$ cat src/rtl/fc_requant_pkg.sv
// Shared types and helpers for layer post-processing.
//   state_e          : sequencing states of the requant block
//   prod_width()     : width of a signed-acc x unsigned-mult product
//   round_shift_sat(): rounding arithmetic right shift, optional ReLU, saturation
package fc_pkg;

  typedef enum logic [1:0] {
    StIdle,
    StRun,
    StDrain,
    StDone
  } state_e;

  // Working width of round_shift_sat; products must be at most CalcWidth-1 bits.
  localparam int unsigned CalcWidth = 64;

  // Signed acc times zero-extended unsigned mult needs one extra bit.
  function automatic int unsigned prod_width(input int unsigned acc_w,
                                             input int unsigned mult_w);
    return acc_w + mult_w + 1;
  endfunction

  // prod is the product sign-extended to CalcWidth. The rounding constant 2^(shift-1) is
  // only added while it fits the product-plus-one-bit sum; beyond that the result is just
  // the sign (0 or -1). Result is sign-extended to CalcWidth, already in activation range.
  function automatic logic signed [CalcWidth-1:0] round_shift_sat(
    input logic signed [CalcWidth-1:0] prod,
    input logic        [7:0]           shift,
    input int unsigned                 prod_w,
    input int unsigned                 act_w,
    input logic                        relu_en
  );
    logic signed [CalcWidth-1:0] rnd;
    logic signed [CalcWidth-1:0] r;
    logic signed [CalcWidth-1:0] hi;
    logic signed [CalcWidth-1:0] lo;
    rnd = '0;
    if (shift != 8'd0 && (32'(shift) - 32'd1) < prod_w) begin
      rnd = 64'sd1 <<< (shift - 8'd1);
    end
    r = (prod + rnd) >>> shift;
    if (relu_en && r < 0) begin
      r = '0;
    end
    hi = (64'sd1 <<< (act_w - 32'd1)) - 64'sd1;
    lo = -(64'sd1 <<< (act_w - 32'd1));
    if (r > hi) begin
      r = hi;
    end else if (r < lo) begin
      r = lo;
    end
    return r;
  endfunction

endpackage

$ cat src/rtl/fc_requant_if.sv
// Bundle between the fully connected layer and its requant stage.
//   start/acc_in/mult/shift : run request and operands (driven by master)
//   busy/done               : progress; done is a one-cycle pulse
//   act_out/max_idx/max_val : activation vector and its argmax (driven by slave)
interface fc_requant_if #(
  parameter int unsigned NUM_ELEMS   = 10,
  parameter int unsigned ACC_WIDTH   = 32,
  parameter int unsigned ACT_WIDTH   = 8,
  parameter int unsigned MULT_WIDTH  = 16,
  parameter int unsigned SHIFT_WIDTH = 6
) ();

  localparam int unsigned IdxW = (NUM_ELEMS > 1) ? $clog2(NUM_ELEMS) : 1;

  logic                                 start;
  logic [NUM_ELEMS-1:0][ACC_WIDTH-1:0]  acc_in;
  logic [MULT_WIDTH-1:0]                mult;
  logic [SHIFT_WIDTH-1:0]               shift;
  logic                                 busy;
  logic                                 done;
  logic [NUM_ELEMS-1:0][ACT_WIDTH-1:0]  act_out;
  logic [IdxW-1:0]                      max_idx;
  logic [ACT_WIDTH-1:0]                 max_val;

  modport master (
    output start, acc_in, mult, shift,
    input  busy, done, act_out, max_idx, max_val
  );

  modport slave (
    input  start, acc_in, mult, shift,
    output busy, done, act_out, max_idx, max_val
  );

endinterface

$ cat src/rtl/fc_requant_requant_unit.sv
// Combinational stage-2 datapath: rounding right shift of a product, optional ReLU,
// saturation to a signed activation.
//   prod_i  : signed product
//   shift_i : right-shift amount
//   act_o   : saturated signed activation
module requant_unit
  import fc_pkg::*;
#(
  parameter int unsigned ProdWidth  = 49,
  parameter int unsigned ActWidth   = 8,
  parameter int unsigned ShiftWidth = 6,
  parameter bit          ReluEn     = 1'b1
) (
  input  logic signed [ProdWidth-1:0]  prod_i,
  input  logic        [ShiftWidth-1:0] shift_i,
  output logic signed [ActWidth-1:0]   act_o
);

  logic signed [CalcWidth-1:0] prod_ext;
  logic signed [CalcWidth-1:0] res;
  logic                        unused_res_hi;

  always_comb begin
    prod_ext = {{(CalcWidth - ProdWidth){prod_i[ProdWidth-1]}}, prod_i};
    res      = round_shift_sat(prod_ext, 8'(shift_i), ProdWidth, ActWidth, ReluEn);
    act_o    = res[ActWidth-1:0];
  end

  // Upper bits are a pure sign extension after saturation.
  assign unused_res_hi = ^res[CalcWidth-1:ActWidth];

endmodule

$ cat src/rtl/fc_requant.sv
// Requantizes a fully connected layer's accumulator vector to signed activations and
// tracks their argmax. Elements stream through a 2-stage pipeline, one per cycle.
//   clk, rst_n : clock and synchronous active-low reset
//   bus        : slave side of fc_requant_if (start/operands in, results/status out)
module fc_requant
  import fc_pkg::*;
#(
  parameter int unsigned NUM_ELEMS   = 10,
  parameter int unsigned ACC_WIDTH   = 32,
  parameter int unsigned ACT_WIDTH   = 8,
  parameter int unsigned MULT_WIDTH  = 16,
  parameter int unsigned SHIFT_WIDTH = 6,
  parameter bit          RELU_EN     = 1'b1
) (
  input logic         clk,
  input logic         rst_n,
  fc_requant_if.slave bus
);

  localparam int unsigned     ProdW   = prod_width(ACC_WIDTH, MULT_WIDTH);
  localparam int unsigned     IdxW    = (NUM_ELEMS > 1) ? $clog2(NUM_ELEMS) : 1;
  localparam logic [IdxW-1:0] LastIdx = IdxW'(NUM_ELEMS - 1);

  state_e                              state_q, state_d;
  logic [NUM_ELEMS-1:0][ACC_WIDTH-1:0] acc_q, acc_d;
  logic [MULT_WIDTH-1:0]               mult_q, mult_d;
  logic [SHIFT_WIDTH-1:0]              shift_q, shift_d;
  logic [IdxW-1:0]                     idx_q, idx_d;

  logic                                s1_valid_q, s1_valid_d;
  logic [IdxW-1:0]                     s1_idx_q, s1_idx_d;
  logic signed [ProdW-1:0]             s1_prod_q, s1_prod_d;

  logic [NUM_ELEMS-1:0][ACT_WIDTH-1:0] act_q, act_d;
  logic [IdxW-1:0]                     max_idx_q, max_idx_d;
  logic signed [ACT_WIDTH-1:0]         max_val_q, max_val_d;

  logic                                accept;
  logic [ACC_WIDTH-1:0]                acc_sel;
  logic signed [ACT_WIDTH-1:0]         s2_act;

  // start only counts while no run is in flight.
  assign accept = bus.start && (state_q == StIdle || state_q == StDone);

  always_comb begin
    state_d = state_q;
    unique case (state_q)
      StIdle:  if (accept) state_d = StRun;
      StRun:   if (idx_q == LastIdx) state_d = StDrain;
      StDrain: if (s1_valid_q && s1_idx_q == LastIdx) state_d = StDone;
      StDone:  state_d = accept ? StRun : StIdle;
      default: state_d = StIdle;
    endcase
  end

  // Operand capture and stage-1 issue counter.
  always_comb begin
    acc_d   = acc_q;
    mult_d  = mult_q;
    shift_d = shift_q;
    idx_d   = idx_q;
    if (accept) begin
      acc_d   = bus.acc_in;
      mult_d  = bus.mult;
      shift_d = bus.shift;
      idx_d   = '0;
    end else if (state_q == StRun) begin
      idx_d = idx_q + IdxW'(1);
    end
  end

  // Stage 1: signed acc times zero-extended mult, both widened to the product width.
  always_comb begin
    acc_sel    = acc_q[idx_q];
    s1_valid_d = (state_q == StRun);
    s1_idx_d   = idx_q;
    s1_prod_d  = s1_prod_q;
    if (state_q == StRun) begin
      s1_prod_d = $signed({{(MULT_WIDTH + 1){acc_sel[ACC_WIDTH-1]}}, acc_sel}) *
                  $signed({{ACC_WIDTH{1'b0}}, 1'b0, mult_q});
    end
  end

  requant_unit #(
    .ProdWidth  (ProdW),
    .ActWidth   (ACT_WIDTH),
    .ShiftWidth (SHIFT_WIDTH),
    .ReluEn     (RELU_EN)
  ) u_requant_unit (
    .prod_i  (s1_prod_q),
    .shift_i (shift_q),
    .act_o   (s2_act)
  );

  // Stage 2 write-back and running argmax; element 0 always seeds the max, later ones
  // must be strictly greater so ties keep the lowest index.
  always_comb begin
    act_d     = act_q;
    max_idx_d = max_idx_q;
    max_val_d = max_val_q;
    if (accept) begin
      max_idx_d = '0;
      max_val_d = '0;
    end
    if (s1_valid_q) begin
      act_d[s1_idx_q] = s2_act;
      if (s1_idx_q == '0 || s2_act > max_val_q) begin
        max_idx_d = s1_idx_q;
        max_val_d = s2_act;
      end
    end
  end

  always_ff @(posedge clk) begin
    if (!rst_n) begin
      state_q    <= StIdle;
      acc_q      <= '0;
      mult_q     <= '0;
      shift_q    <= '0;
      idx_q      <= '0;
      s1_valid_q <= 1'b0;
      s1_idx_q   <= '0;
      s1_prod_q  <= '0;
      act_q      <= '0;
      max_idx_q  <= '0;
      max_val_q  <= '0;
    end else begin
      state_q    <= state_d;
      acc_q      <= acc_d;
      mult_q     <= mult_d;
      shift_q    <= shift_d;
      idx_q      <= idx_d;
      s1_valid_q <= s1_valid_d;
      s1_idx_q   <= s1_idx_d;
      s1_prod_q  <= s1_prod_d;
      act_q      <= act_d;
      max_idx_q  <= max_idx_d;
      max_val_q  <= max_val_d;
    end
  end

  assign bus.busy    = (state_q == StRun) || (state_q == StDrain);
  assign bus.done    = (state_q == StDone);
  assign bus.act_out = act_q;
  assign bus.max_idx = max_idx_q;
  assign bus.max_val = max_val_q;

endmodule

$ cat src/flat_wrapper.sv
// flat-port wrapper written by rule: the top's interface ports become plain ports
module fc_requant_flat import fc_pkg::*;
#(
  parameter int unsigned NUM_ELEMS   = 10,
  parameter int unsigned ACC_WIDTH   = 32,
  parameter int unsigned ACT_WIDTH   = 8,
  parameter int unsigned MULT_WIDTH  = 16,
  parameter int unsigned SHIFT_WIDTH = 6,
  parameter bit          RELU_EN     = 1'b1
)
  (clk, rst_n, bus_start, bus_acc_in, bus_mult, bus_shift, bus_busy, bus_done, bus_act_out, bus_max_idx, bus_max_val);
  fc_requant_if #(.NUM_ELEMS(NUM_ELEMS), .ACC_WIDTH(ACC_WIDTH), .ACT_WIDTH(ACT_WIDTH), .MULT_WIDTH(MULT_WIDTH), .SHIFT_WIDTH(SHIFT_WIDTH)) bus_i ();
  input logic clk;
  input logic rst_n;
  input wire logic [$bits(bus_i.start)-1:0] bus_start;
  input wire logic [$bits(bus_i.acc_in)-1:0] bus_acc_in;
  input wire logic [$bits(bus_i.mult)-1:0] bus_mult;
  input wire logic [$bits(bus_i.shift)-1:0] bus_shift;
  output wire logic [$bits(bus_i.busy)-1:0] bus_busy;
  output wire logic [$bits(bus_i.done)-1:0] bus_done;
  output wire logic [$bits(bus_i.act_out)-1:0] bus_act_out;
  output wire logic [$bits(bus_i.max_idx)-1:0] bus_max_idx;
  output wire logic [$bits(bus_i.max_val)-1:0] bus_max_val;
  assign bus_i.start = bus_start;
  assign bus_i.acc_in = bus_acc_in;
  assign bus_i.mult = bus_mult;
  assign bus_i.shift = bus_shift;
  assign bus_busy = bus_i.busy;
  assign bus_done = bus_i.done;
  assign bus_act_out = bus_i.act_out;
  assign bus_max_idx = bus_i.max_idx;
  assign bus_max_val = bus_i.max_val;
  fc_requant #(.NUM_ELEMS(NUM_ELEMS), .ACC_WIDTH(ACC_WIDTH), .ACT_WIDTH(ACT_WIDTH), .MULT_WIDTH(MULT_WIDTH), .SHIFT_WIDTH(SHIFT_WIDTH), .RELU_EN(RELU_EN)) u_core (.clk(clk), .rst_n(rst_n), .bus(bus_i));
endmodule
$ cat config.mk
export PLATFORM = sky130hd
export DESIGN_NAME = fc_requant_flat
export DESIGN_NICKNAME = d
export VERILOG_FILES = /design/src/rtl/fc_requant_pkg.sv /design/src/rtl/fc_requant_if.sv /design/src/rtl/fc_requant_requant_unit.sv /design/src/rtl/fc_requant.sv /design/src/flat_wrapper.sv
export SDC_FILE = /design/constraint.sdc
export NUM_CORES = 2
export LEC_CHECK = 0
export CORE_ASPECT_RATIO = 2
export CORE_MARGIN = 2
export CORE_UTILIZATION = 50
export CTS_CLUSTER_DIAMETER = 80
export DETAILED_ROUTE_END_ITERATION = 10
export PLACE_DENSITY = 0.71
export SETUP_SLACK_MARGIN = 0.3
export SLEW_MARGIN = 20
export SYNTH_ARGS = -nofsm -noshare
export SYNTH_HDL_FRONTEND = slang
export SYNTH_SLANG_ARGS = --single-unit
$ cat constraint.sdc
create_clock -name clk -period 12.12 [get_ports clk]
set_clock_uncertainty 0.1 [all_clocks]
set_input_delay 3.636 -clock clk [delete_from_list [all_inputs] [get_ports clk]]
set_output_delay 3.636 -clock clk [all_outputs]
set_load 0.05 [all_outputs]
After elaboration in Yosys (flattened, before gate mapping) --
Index checks and enable logic that the tools add are counted. W data, S select, Z words.
Storage, ports and cells: input port bits 345, flip-flop bits (word level) 494, output and inout port bits 94, logic and storage cells 85
Cells by class: multiplexer cells 20, bitwise gates (word level) 1, order comparisons 8, shift operators 2, multipliers 1, equal/unequal tests 8, reductions and logical operators 12, add/sub/neg operators 4
Operators by type and width (count):
- $bmux W32 S4 | 1
- $mux W64 | 2
- $bwmux W80 | 1
- $add A49 B64 Y64 | 1
- $gt A64 B8 Y1 const B | 1
- $lt A64 B1 Y1 const B | 1
- $lt A64 B8 Y1 const B | 1
- $sshl A2 B8 Y64 const A | 1
- $sshr A64 B6 Y64 | 1
- $mul A32 B17 Y49 | 1
- $mux W8 | 6
- $demux W8 S4 | 1
- $lt A32 B6 Y1 const B | 1
- $mux W32 | 1
- $sub A6 B1 Y7 const B | 2
- $mux W4 | 3
- $lt A4 B5 Y1 const B | 2
- $eq A4 B4 Y1 const B | 2
- $gt A8 B8 Y1 | 1
- $pmux W2 S4 | 1
- $mux W2 | 3
- $reduce_bool A6 Y1 | 1
- $add A4 B1 Y4 const B | 1
- $eq A2 B2 Y1 const B | 2
- other kinds (12) | 18

Longest topological paths before layout --
depth in word-level cells 15, depth in mapped cells 46, gate-level depth less buffers 40

Cells and area by module --
A second synthesis with hierarchy kept.
Second synthesis, totals: cell total of the unflattened synthesis 5985, area total of the unflattened synthesis 48496.5 µm²
By module, submodules not included:
- fc_requant | cells an instance 4381, area an instance 38206.6 µm², instances 1, sequential area each 9889.5 µm²
- requant_unit | cells an instance 1604, area an instance 10289.9 µm², instances 1, sequential area each 0.0 µm²

Worst setup path after synthesis --
Ideal clock, no wire load.
kind register -> register, start point register u_core.shift_q[0], end point register u_core.max_val_q[0], in the netlist u_core.bus.max_val[0], setup time 0.128 ns, setup slack 2.325 ns, arrival time 9.567 ns, cell stages (with the launch flop) 45, required time 11.892 ns, path buffers 7, path through dfxtp_1 inv_1 buf_1 buf_1 buf_1 clkbuf_1 ha_1 buf_1 inv_1 a221o_1 a21oi_1 nand3_1 nor2_1 ha_1 buf_6 a21oi_4 o21ai_2 a221oi_4 (+9 left out) a32oi_4 o41ai_4 buf_6 nand2_1 ha_1 nor2b_1 o21ai_0 nand2b_1 a21oi_1 nor2b_1 o21ai_0 nand2b_1 a211oi_1 o21ai_0 nand2_1 nor2_1 a21oi_1 a21oi_1
On the way: longest elaborated chain between the ends 15
RTL lines:
- from (decl) | line fc_requant.sv:27 | logic [SHIFT_WIDTH-1:0] shift_q, shift_d;
- from (signal assigned) | line fc_requant.sv:131 | shift_q <= shift_d;
- $sub A6 B1 Y7 | line fc_requant_pkg.sv:38, fc_requant_pkg.sv:39
- $lt A32 B6 Y1 | line fc_requant_pkg.sv:38 | if (shift != 8'd0 && (32'(shift) - 32'd1) < prod_w) begin
- $logic_and A1 B1 Y1 | line fc_requant_pkg.sv:38
- $mux W64 | line fc_requant_pkg.sv:38
- $add A49 B64 Y64 | line fc_requant_pkg.sv:41 | r = (prod + rnd) >>> shift;
- $sshr A64 B6 Y64 (*) | line fc_requant_pkg.sv:41
- $lt A64 B1 Y1 | line fc_requant_pkg.sv:42 | if (relu_en && r < 0) begin
- $mux W64 (*) | line fc_requant_pkg.sv:42
- $lt A64 B8 Y1 | line fc_requant_pkg.sv:49 | end else if (r < lo) begin
- $mux W8 | line fc_requant_pkg.sv:49
- $mux W8 (*) | line fc_requant_pkg.sv:47 | if (r > hi) begin
- named net u_core.s2_act[1] | line fc_requant.sv:40 | logic signed [ACT_WIDTH-1:0] s2_act;
- $gt A8 B8 Y1 (*) | line fc_requant.sv:107 | if (s1_idx_q == '0 || s2_act > max_val_q) begin
- $logic_or A1 B1 Y1 (*) | line fc_requant.sv:107
- $mux W8 (*) | line fc_requant.sv:107
- $mux W8 (*) | line fc_requant.sv:105 | if (s1_valid_q) begin
- to (signal assigned) | line fc_requant.sv:138 | max_val_q <= max_val_d;
- to (decl) | line fc_requant.sv:36 | logic signed [ACT_WIDTH-1:0] max_val_q, max_val_d;
Mark *: on every way through the listed nets, which the timed path passes. The rest lies on a longest branch. A chain may end at the register's enable or synchronous reset.

Worst setup path in the final report --
start point register u_core.shift_q[1], end point register u_core.max_val_q[4], in the netlist u_core.bus.max_val[4]
Same word-level chain as after synthesis.

==> reports/results.ini <==
[logic_synthesis]
ys.flop_type = dfxtp_1
seq_area_frac_synth = 0.201
synthXorXnorAreaFrac = 0.0159
synth_top_family_by_area = adder cells
synth.top_cell.area_share = 0.201
synthDistinctLibCells = 114
ys.warnings.count = 0
synth-edff-count = 0
yosys.area_share.simple = 0.204
avgSynthCellArea_um2 = 8.10
synth-adder-area-share = 0.250
synth-compound-area-share = 0.173
ys_seq_elements = 494
synth_area_leaders = dfxtp_1 20%, fa_1 20%, nand2_1 9.3%
syn-instance-count = 6058
async_reset_ff_frac = 0
synth_area_leader_cell = dfxtp_1
synthMuxAreaShare = 0.0789
synth_area_um2 = 49100

[sta]
hold_violations = 0
fin_crit_sh = 0.926
setup_violations = 0
fin_crit_ns = 11.22
fmax_ghz = 0.0891
fin_tns_setup_ns = 0
rsz0062_at_grt = no
worst_slew_pin_slew_ns = 1.34
timing.final.ws_setup_ns = 0.897
slew_violations = 0
max_slew_margin = 0.105

[routing]
drt_iter0_markers = 4415
wire_per_inst_um = 30.1
ant_nets = 0
vias_per_cell = 6.32
wl_mm = 232
firstDrtPassIters = 8
num_vias = 48600
drc = 0

[floorplanning]
core-area_um2 = 97500
rows = 162
start_util = 0.504
dieArea_um2 = 101000
die_w_um = 226
fp.dieH_um = 447
pin_count = 439

[critical_path]
critical_path_required_ns = 12.54
path_class = reg -> reg
path_max_fanout = 24
cp-start-kind = flop
cp_slowest_stage_delay_ns = 0.84
critPathLaunch = u_core.shift_q[1]
crit_path_top_delay_cell = a21oi_1
r2r-start = u_core.shift_q[1]
arrival_ns = 11.64
crit_path_end_kind = flop
crit_path_frequent_cell = a21oi_1

[placement]
gp_congestion = 1.07
pre_cts_ws_ns = 1.68
dp_hpwl_mm = 175
place_inst = 7587
io_buffers = 438

[final_layout]
drive_gt1_frac = 0.0777
final_cells = 7689
regArea_um2 = 9910
fillers = 8950
multi_input_area_um2 = 35800
nNetsFinal = 7362
syn_to_final_growth_pct = 15.5

[clock_tree]
holdBufCountCts = 0
insertion_delay_ns = 0.65
cts.sinks = 494
cts_tree = yes
cts-resized-gates = 0
root_buffer = clkbuf_16
h-tree-depth = 2
post_cts_buffers = 0
clk_pin_slew_ns = 0.08
numCtsBuffers = 43
clk_path_buf_depth = 3

[run]
maxCapViolations = 0

[global_route]
grt_pass1_wl_mm = 338
gr-usage-all-layers = 0.470
grt-ovfl-total = 0
grt_pass1_vias = 50200
grt_start_max_net_pins = 204
antenna_found_initial = 27

[pwr]
leakage_nw = 23.0
vdd.ir_drop.worst_mv = 0.120
powerDensity_nw_per_um2 = 182

[min_path]
min_from = u_core.bus.act_out[71]
hold_path_class = reg -> reg

[status]
status = finished, final reports clean

[area by class of cell]
type	instances	area share
multi-input combinational	4607	0.630
sequential	494	0.175
timing repair buffer	617	0.102
inverter	566	0.0376
tap	1312	0.0289
clock buffer	62	0.0233
clock inverter	13	0.00218
antenna	18	0.000794
[where the power goes]
group	internal, mW	total, mW	switching, mW
Clock	0.765	1.46	0.698
Sequential	1.91	2.21	0.296
Combinational	2.21	6.65	4.44
[registers in the layout, indices dropped and copies added, names as in the netlist]
name                count
u_core.s1_idx_q         4
u_core.s1_prod_q       49
u_core.bus.max_val      8
u_core.s1_valid_q       1
u_core.shift_q          6
u_core.state_q          2
u_core.acc_q          320
u_core.bus.max_idx      4
u_core.mult_q          16
u_core.bus.act_out     80
u_core.idx_q            4
[per-layer routing]
layer / vias up / track usage / part of all wire
li1: 21000 / - / -
met2: 2896 / 0.738 / 0.46
met4: 12 / 0.531 / 0.14
met5: - / 0 / 0.00036
met3: 1257 / 0.199 / 0.10
met1: 23500 / 0.427 / 0.29
[worst max-delay path, delay by kind of cell, from the launching register on]
kind                     cells  cell delay (ns)
AO/OA/AOI/OAI               18             5.33
adder cells (fa/ha/maj)      3             0.96
buffers and inverters        3             0.67
flip-flops                   1             0.54
multiplexers                 1             0.46
AND/OR/NAND/NOR             13             2.99
[cell usage after synthesis (18+ instances only)]
cell type and n:
nand2_1 1220, a21oi_1 606, inv_1 562, dfxtp_1 494, fa_1 490, nor2_1 315, clkbuf_1 312, and2_1 229
ha_1 198, o21ai_0 185, mux2i_1 162, mux4_2 86, nand3_1 73, nor3_1 72, xnor2_1 63, nand4_1 62
a211oi_1 50, a21o_1 48, buf_1 47, o22ai_1 42, o211ai_1 41, and3_1 37, nand2b_1 32, or3_1 32
a31oi_1 30, nor4_1 30, buf_2 29, mux2_2 27, xor2_1 26, o21a_1 22, o31ai_1 19, or2_2 19
o21ai_1 18
[layout by cell type, fill, tap and decap left out, types with 14 or more instances in the layout]
cell type           n
dfxtp_1           485
a311oi_1           14
nand2b_1           31
o21bai_1           17
a41oi_1            15
a31oi_1            30
nand3_1            73
nand4_1            62
a21oi_1           601
mux2_2             27
o22ai_1            39
and2_1            229
o21ai_1            16
o21ai_0           184
o211ai_1           41
inv_1             560
a211oi_1           48
diode_2            18
nor4_1             28
and4_1             16
clkdlybuf4s50_1   437
xnor2_1            57
nor3_1             71
fa_1              490
nor2b_1            16
o21a_1             22
or2_2              19
and3_1             37
a21o_1             48
ha_1              197
nor2_1            315
mux2i_1           162
clkbuf_16          45
buf_4             167
or3_1              32
xor2_1             21
mux4_2             86
o31ai_1            18
nand2_1          1220
[cells by family (layout without fill, tap and decap cells)]
group | after synthesis | after routing
simple gates | 2212 | 2212
compound gates | 1330 | 1330
buf+inv | 968 | 1258
fa+ha+maj | 688 | 688
flops | 494 | 494
mux | 276 | 276
xor+xnor | 89 | 89
other cells | 1 | 30
[path summary, 6_finish.rpt]
check                                         endpoint  slack [ns]  cells past startpoint
worst min-delay path            u_core.bus.act_out[71]        0.34                      2
worst max-delay path             u_core.bus.max_val[4]        0.90                     38
worst min register to register  u_core.bus.act_out[71]        0.34                      2
worst max register to register   u_core.bus.max_val[4]        0.90                     38
[through the flow]
step | hold slack (ns) | instance area, um2 | power (mW) | utilization
6_report | 0.341 | 56700 | 10.3 | 0.582
5_1_grt | 0.357 | 56700 | 10.8 | 0.581
4_1_cts | 0.343 | 56400 | 9.93 | 0.579
3_5_place_dp | 0.336 | 55000 | 8.48 | 0.564
3_3_place_gp | 0.320 | 54900 | 8.41 | 0.563
2_1_floorplan | 0.333 | 49100 | 6.14 | -
No activity file was read; power rests on OpenSTA's default activity.
